--- config.mk ---
export PLATFORM = sky130hd
export DESIGN_NAME = bshift_multistep
export DESIGN_NICKNAME = d
export VERILOG_FILES = /design/src/rtl/bshift_pkg.sv /design/src/rtl/bshift_step_sel.sv /design/src/rtl/bshift_multistep.sv
export SDC_FILE = /design/constraint.sdc
export NUM_CORES = 1
export LEC_CHECK = 0
export ABC_AREA = 0
export CAP_MARGIN = 20
export CORE_MARGIN = 2
export CORE_UTILIZATION = 44
export DETAILED_ROUTE_END_ITERATION = 10
export PLACE_DENSITY_LB_ADDON = 0.2
export SLEW_MARGIN = 20
export SYNTH_ARGS = -nofsm -noshare
export SYNTH_HDL_FRONTEND = slang
export SYNTH_SLANG_ARGS = --single-unit
--- constraint.sdc ---
create_clock -name clk -period 2.7 [get_ports clk]
set_clock_uncertainty 0.2 [all_clocks]
set_input_delay 0.54 -clock clk [delete_from_list [all_inputs] [get_ports clk]]
set_output_delay 0.54 -clock clk [all_outputs]
set_load 0.005 [all_outputs]
--- src/rtl/bshift_pkg.sv ---
// Shared types and constants for the iterative shift sequencer.
package bshift_pkg;
  typedef enum logic [1:0] {IDLE, RUN, DONE} bshift_state_t;

  localparam int BSH_W        = 4;
  localparam int BSH_AMT_W    = 4;
  localparam int BSH_MAX_STEP = 3;
endpackage

--- src/rtl/bshift_step_sel.sv ---
// Splits the remaining shift amount into one shifter-sized step plus what is left.
module bshift_step_sel
  import bshift_pkg::*;
#(
  parameter int AMT_W = BSH_AMT_W
) (
  input  logic [AMT_W-1:0] rem,
  output logic [1:0]       step,
  output logic [AMT_W-1:0] rem_next
);
  logic big;

  assign big      = rem > AMT_W'(BSH_MAX_STEP);
  assign step     = big ? 2'(BSH_MAX_STEP) : rem[1:0];
  // step never exceeds rem, so this subtraction cannot wrap
  assign rem_next = rem - {{(AMT_W-2){1'b0}}, step};
endmodule

--- src/rtl/bshift_multistep.sv ---
// Drives an external 2-bit-amount shifter once per cycle, feeding its output back
// until the requested total shift is consumed, then pulses done with the result.
module bshift_multistep
  import bshift_pkg::*;
#(
  parameter int W     = BSH_W,
  parameter int AMT_W = BSH_AMT_W
) (
  input  logic             clk,
  input  logic             rst,
  input  logic             start,
  input  logic [W-1:0]     data_in,
  input  logic [AMT_W-1:0] amount,
  output logic [W-1:0]     sh_a,
  output logic [1:0]       sh_n,
  input  logic [W-1:0]     sh_y,
  output logic             busy,
  output logic             done,
  output logic [W-1:0]     result
);
  bshift_state_t    state, state_nxt;
  logic [W-1:0]     acc;
  logic [AMT_W-1:0] rem, rem_next;
  logic [1:0]       step;

  bshift_step_sel #(.AMT_W(AMT_W)) u_step_sel (
    .rem      (rem),
    .step     (step),
    .rem_next (rem_next)
  );

  always_comb begin
    state_nxt = state;
    busy      = 1'b0;
    done      = 1'b0;
    sh_n      = 2'b0;
    sh_a      = acc;
    case (state)
      IDLE: if (start) state_nxt = (amount == '0) ? DONE : RUN;
      RUN: begin
        busy = 1'b1;
        sh_n = step;
        if (rem_next == '0) state_nxt = DONE;
      end
      DONE: begin
        busy      = 1'b1;
        done      = 1'b1;
        state_nxt = IDLE;
      end
      default: state_nxt = IDLE;
    endcase
  end

  always_ff @(posedge clk) begin
    if (rst) begin
      state  <= IDLE;
      acc    <= '0;
      rem    <= '0;
      result <= '0;
    end else begin
      state <= state_nxt;
      case (state)
        IDLE: if (start) begin
          acc <= data_in;
          rem <= amount;
          // zero-length request bypasses the shifter entirely
          if (amount == '0) result <= data_in;
        end
        RUN: begin
          acc <= sh_y;
          rem <= rem_next;
          if (rem_next == '0) result <= sh_y;
        end
        default: ;
      endcase
    end
  end
endmodule

# Yosys cells after proc, flatten, opt, wreduce, memory -nomap -nowiden
# Index checks and enable logic that the tools add are counted.
[classes]
addsub = 1
magnitude_cmp = 1
n_eq_ne = 5
n_mux = 16
reduce_logical = 8
[ops]
columns = ["op", "n"]
rows = [
  ["case mux 4 bit (2 select lines)", 3],
  ["two-way mux 4 bit", 5],
  ["two-way mux 2 bit", 5],
  ["logical NOT 4 bit", 2],
  ["!= test 2 bit, second input constant", 3],
  ["greater-than comparator 4 x 2 -> 1 bit, second input constant", 1],
  ["case mux 2 bit (2 select lines)", 1],
  ["AND reduction 2 bit", 2],
  ["AND reduction 4 bit", 1],
  ["subtractor 4 x 2 -> 4 bit", 1],
  ["equality test 2 x 1 -> 1 bit, second input constant", 1],
  ["equality test 2 bit, second input constant", 1],
  ["logical NOT 2 bit", 1],
  ["two-way mux 1 bit", 2],
  ["nonzero test 2 bit", 1],
  ["OR reduction 2 bit", 1],
]
[totals]
regBits = 14
input_bits = 15
output_inout_bits = 12
word_cells = 35

# Longest topological paths before layout
[depth]
depth_word = 6
depth_mapped = 7
mapped_depth_nobuf = 7

# By module
# Synthesis repeated with hierarchy kept, for this count alone.
[hier_totals]
cells_unflattened = 80
hier_area_um2 = 767.0
[by_module_without_submodules]
columns = ["module", "instances", "cells_each", "area_each_um2", "seq_area_each_um2"]
rows = [
  ["bshift_multistep", 1, 70, 701.9, 280.3],
  ["bshift_step_sel", 1, 10, 65.1, 0.0],
]

# Worst setup path before layout
# OpenSTA, ideal clock, no wires.
[synth_timing]
path_kind = "register to register"
from = "register rem[2]"
to = "register result[0]"
setup_ns = 0.121
arrival_time_ns = 2.003
required_ns = 2.379
slack_ns = 0.376
path_stages_with_launch = 7
n_path_buf = 0
synth_period_minus_slack_ns = 2.324
path_cell_list = "dfxtp_1 > nor2_1 > or2_2 > ha_1 > o41ai_4 > o211a_1 > mux2_2"
[synth_via]
elab_chain_len = 6
[synth_lines]
columns = ["item", "line", "text"]
rows = [
  ["start, declared", "bshift_multistep.sv:23", "logic [AMT_W-1:0] rem, rem_next;"],
  ["start signal, assigned", "bshift_multistep.sv:65", "rem <= amount;"],
  ["start signal, assigned", "bshift_multistep.sv:71", "rem <= rem_next;"],
  ["greater-than comparator 4 x 2 -> 1 bit", "bshift_step_sel.sv:13", "assign big = rem > AMT_W'(BSH_MAX_STEP);"],
  ["two-way mux 2 bit", "bshift_step_sel.sv:14", "assign step = big ? 2'(BSH_MAX_STEP) : rem[1:0];"],
  ["subtractor 4 x 2 -> 4 bit (*)", "bshift_step_sel.sv:16", "assign rem_next = rem - {{(AMT_W-2){1'b0}}, step};"],
  ["logical NOT 4 bit (*)", "bshift_multistep.sv:72", "if (rem_next == '0) result <= sh_y;"],
  ["!= test 2 bit (no line) (*)", "n/a", ""],
  ["AND reduction 4 bit (no line) (*)", "n/a", ""],
  ["end signal, assigned", "bshift_multistep.sv:67", "if (amount == '0) result <= data_in;"],
  ["end signal, assigned", "bshift_multistep.sv:72", ""],
  ["end, declared", "bshift_multistep.sv:19", "output logic [W-1:0] result"],
]
# Mark *: on every way between the ends. The rest lies on a longest branch, timed or not.
# A chain may end at the register's enable or synchronous reset.

# Worst setup path in the final report
[layout_timing]
from = "register rem[3]"
to = "register result[0]"
# The elaborated chain is that of the path after synthesis.

==> qor.txt <==
Status - complete, no violations
Arrival time worst endpoint - 2.47 ns
Mean instance size in the synthesized netlist - 8.868 um^2
Die X - 46.83 um
Element type at the critical path start - register
Setup Fix Bufs, Post-CTS - 0
Input/output buffers - 26
Warnings from Yosys - 0
Leak - 0.4428 nW
Highest fanout seen on the critical path - 5
Number of cells upsized or downsized after cts - 0
Vertical die dimension - 46.83 um
Crit path capture type - register
Layout overhead on the synthesized area - 41.24%
RSZ-0062 raised after global routing - false
Wire length of the first global-routing pass - 2.856 mm
Worst-margin pin slew - 0.3711 ns
VDD IR-drop max - 0.0003487 V
Slew margin rel. - 75.17%
Net count after synthesis - 110
Num Clock Sinks - 14
Placer Congestion - 0.8843
HPWL after DPL - 1.296 mm
Distinct cell type count of the synthesized netlist - 31
1st-iter DRT viols - 15
Routed via count - 745
Req. time, crit path - 2.67 ns
Total power consumption of the routed design - 0.0007971 W
Clock Path Buffers - 2
Hold Vio Cnt, Final - 0
Antenna fix cells - 0
Achievable Freq - 400.5 MHz
Share of cells above drive strength 1 - 11.67%
Vias/cell - 5.138
First-pass iteration count of the detailed router - 4
Seq cells post-synth - 14
Clock tree from TritonCTS - done
Initial antenna violation count - 0
I/O Pins - 27
DRT antenna net count - 0
Residual overflow from global routing - 0
Largest net degree at the start of global routing - 20
Post-route DRC - 0
Clock network latency to the later pin of the worst-skew pair - 0.28 ns
Via count of the first global-routing pass - 683
Root cell of the clock tree - sky130_fd_sc_hd__clkbuf_4
WL final - 1.764 mm
Number of instances in the synthesized netlist - 91
Critical setup path kind - register to register
Max-cap violations - 0
Hold Path Class - register to register
Final period demand of the worst path - 2.497 ns
Synthesized cell area - 807.0 um^2
Area of the core region - 1727 um^2
Total global-route track usage - 18.44%
Final number of setup-violating endpoints - 0
Number of buffers inserted by hold repair at cts - 0
Sequential cell area fraction in the yosys report - 34.73%
Drt wl/cell - 12.17 um
Max Slew Vio Count - 0
Setup TNS - 0 ns
CTS buffer count - 3
Final period util - 92.48%
Post-layout net count - 140
Total number of H-tree levels - 1
Die ar. - 2193 um^2
PwrDens - 699.3 nW/um^2
Clock transition at path regs - 0.09 ns
Initial core utilization - 46.74%
Number of placement rows - 15
==> through the flow <==
step	util [%]	std cells	instance area (um^2)	hold WS [ns]	worst slack (ns)
detailed placement	63.91	141	1104	0.2984	0.2229
CTS	66.01	145	1140	0.3105	0.1980
floorplan	-	91	807.0	0.2831	0.3761
finish	66.01	145	1140	0.3057	0.2030
global route	66.01	145	1140	0.3264	0.09163
global placement	63.91	141	1104	0.2884	0.2470
==> synthesized netlist by cell type <==
cell type,instances,share of area [%]
sky130_fd_sc_hd__o22ai_1,1,0.78
sky130_fd_sc_hd__nand2_1,4,1.9
sky130_fd_sc_hd__dfxtp_1,14,35
sky130_fd_sc_hd__nand3b_1,1,0.93
sky130_fd_sc_hd__a32oi_1,1,1.1
sky130_fd_sc_hd__inv_1,4,1.9
sky130_fd_sc_hd__or4_1,1,0.93
sky130_fd_sc_hd__nor2_1,16,7.4
sky130_fd_sc_hd__or2_2,1,0.78
sky130_fd_sc_hd__o21ai_0,2,1.2
sky130_fd_sc_hd__or3_1,1,0.78
sky130_fd_sc_hd__a211oi_2,1,1.6
sky130_fd_sc_hd__clkbuf_1,1,0.46
sky130_fd_sc_hd__o211ai_2,1,1.6
sky130_fd_sc_hd__mux2_2,2,2.8
sky130_fd_sc_hd__nand2b_1,2,1.6
sky130_fd_sc_hd__nor2b_1,4,3.1
sky130_fd_sc_hd__mux2_1,3,4.2
sky130_fd_sc_hd__buf_2,2,1.2
sky130_fd_sc_hd__o211a_1,1,1.2
sky130_fd_sc_hd__inv_2,1,0.46
sky130_fd_sc_hd__o31ai_1,1,0.93
sky130_fd_sc_hd__o41ai_4,1,3.4
sky130_fd_sc_hd__a211oi_1,7,6.5
sky130_fd_sc_hd__a21oi_1,4,2.5
sky130_fd_sc_hd__nor3_1,2,1.2
sky130_fd_sc_hd__buf_1,1,0.46
sky130_fd_sc_hd__a22oi_1,1,0.93
sky130_fd_sc_hd__ha_1,4,6.2
sky130_fd_sc_hd__mux2i_1,5,6.2
sky130_fd_sc_hd__o2bb2ai_1,1,1.1
==> sequential cells by signal (all words and copies together), names as in the netlist <==
| signal | flops |
|---|---|
| rem | 4 |
| result | 4 |
| sh_a | 4 |
| state | 2 |
==> per-layer routing <==
| layer | up-vias | track usage [%] | wire length [um] |
|---|---|---|---|
| met5 | - | 0 | 0 |
| li1 | 383 | - | - |
| met2 | 15 | 27.95 | 833 |
| met3 | 2 | 3.846 | 67 |
| met1 | 345 | 24.53 | 851 |
| met4 | 0 | 10.00 | 12 |
==> area by class of cell <==
type,instances,area [um^2]
fillers,148,586.8
multi-input cells,68,490.5
well taps,25,31.28
flip-flops and latches,14,280.3
inverters,5,18.77
clock buffers,4,36.28
repair buffers,29,282.8
==> power by group <==
part | internal, W | switching (W)
clock network | 0.0000820 | 0.0000698
registers | 0.000246 | 0.0000288
logic | 0.000188 | 0.000183
total | 0.000515 | 0.000282
==> path summary, 6_finish.rpt <==
| check | to | cells past startpoint | slack (ns) | startpoint |
|---|---|---|---|---|
| max reg2reg | result[0]$_SDFFE_PP0P_ | 6 | 0.20 | rem[3]$_SDFFE_PP0P_ |
| min | sh_a[0]$_SDFFE_PP0P_ | 2 | 0.31 | sh_a[0]$_SDFFE_PP0P_ |
| min reg2reg | sh_a[0]$_SDFFE_PP0P_ | 2 | 0.31 | sh_a[0]$_SDFFE_PP0P_ |
| max | result[0]$_SDFFE_PP0P_ | 6 | 0.20 | rem[3]$_SDFFE_PP0P_ |
==> worst max-delay path, stage by stage (launching register included) <==
cell	delay (ns)
sky130_fd_sc_hd__dfxtp_1	0.44
sky130_fd_sc_hd__nor2_1	0.11
sky130_fd_sc_hd__or2_2	0.29
sky130_fd_sc_hd__ha_1	0.36
sky130_fd_sc_hd__o41ai_4	0.41
sky130_fd_sc_hd__o211a_1	0.25
sky130_fd_sc_hd__mux2_2	0.33
==> logic make-up after synthesis <==
| family | Yosys count | share of synthesized area, % |
|---|---|---|
| buffers and inverters | 9 | 4.494 |
| DFF | 14 | 34.73 |
| adders and majority gates | 4 | 6.202 |
| muxes | 10 | 13.18 |
| and+or+nand+nor | 32 | 18.61 |
| AOI/OAI and AO/OA | 22 | 22.79 |
==> placed cells by master, fill, tap and decap left out <==
| master | n |
|---|---|
| sky130_fd_sc_hd__ha_1 | 4 |
| sky130_fd_sc_hd__a32oi_1 | 1 |
| sky130_fd_sc_hd__nand2_1 | 4 |
| sky130_fd_sc_hd__a211oi_2 | 1 |
| sky130_fd_sc_hd__o2bb2ai_1 | 1 |
| sky130_fd_sc_hd__mux2_1 | 3 |
| sky130_fd_sc_hd__a22oi_1 | 1 |
| sky130_fd_sc_hd__o211ai_2 | 1 |
| sky130_fd_sc_hd__o211a_1 | 1 |
| sky130_fd_sc_hd__nor3_1 | 2 |
| sky130_fd_sc_hd__o21ai_0 | 2 |
| sky130_fd_sc_hd__o41ai_4 | 1 |
| sky130_fd_sc_hd__clkbuf_8 | 1 |
| sky130_fd_sc_hd__or4_1 | 1 |
| sky130_fd_sc_hd__mux2_2 | 2 |
| sky130_fd_sc_hd__inv_2 | 1 |
| sky130_fd_sc_hd__a211oi_1 | 7 |
| sky130_fd_sc_hd__nand2b_1 | 2 |
| sky130_fd_sc_hd__inv_1 | 4 |
| sky130_fd_sc_hd__o22ai_1 | 1 |
| sky130_fd_sc_hd__nor2b_1 | 4 |
| sky130_fd_sc_hd__nor2_1 | 16 |
| sky130_fd_sc_hd__a21oi_1 | 4 |
| sky130_fd_sc_hd__or2_2 | 1 |
| sky130_fd_sc_hd__or3_1 | 1 |
| sky130_fd_sc_hd__clkdlybuf4s50_1 | 26 |
| sky130_fd_sc_hd__o31ai_1 | 1 |
| sky130_fd_sc_hd__dfxtp_1 | 14 |
| sky130_fd_sc_hd__clkbuf_4 | 3 |
| sky130_fd_sc_hd__mux2i_1 | 5 |
| sky130_fd_sc_hd__nand3b_1 | 1 |
| sky130_fd_sc_hd__buf_4 | 3 |
Power figures use the tool's default switching activity.
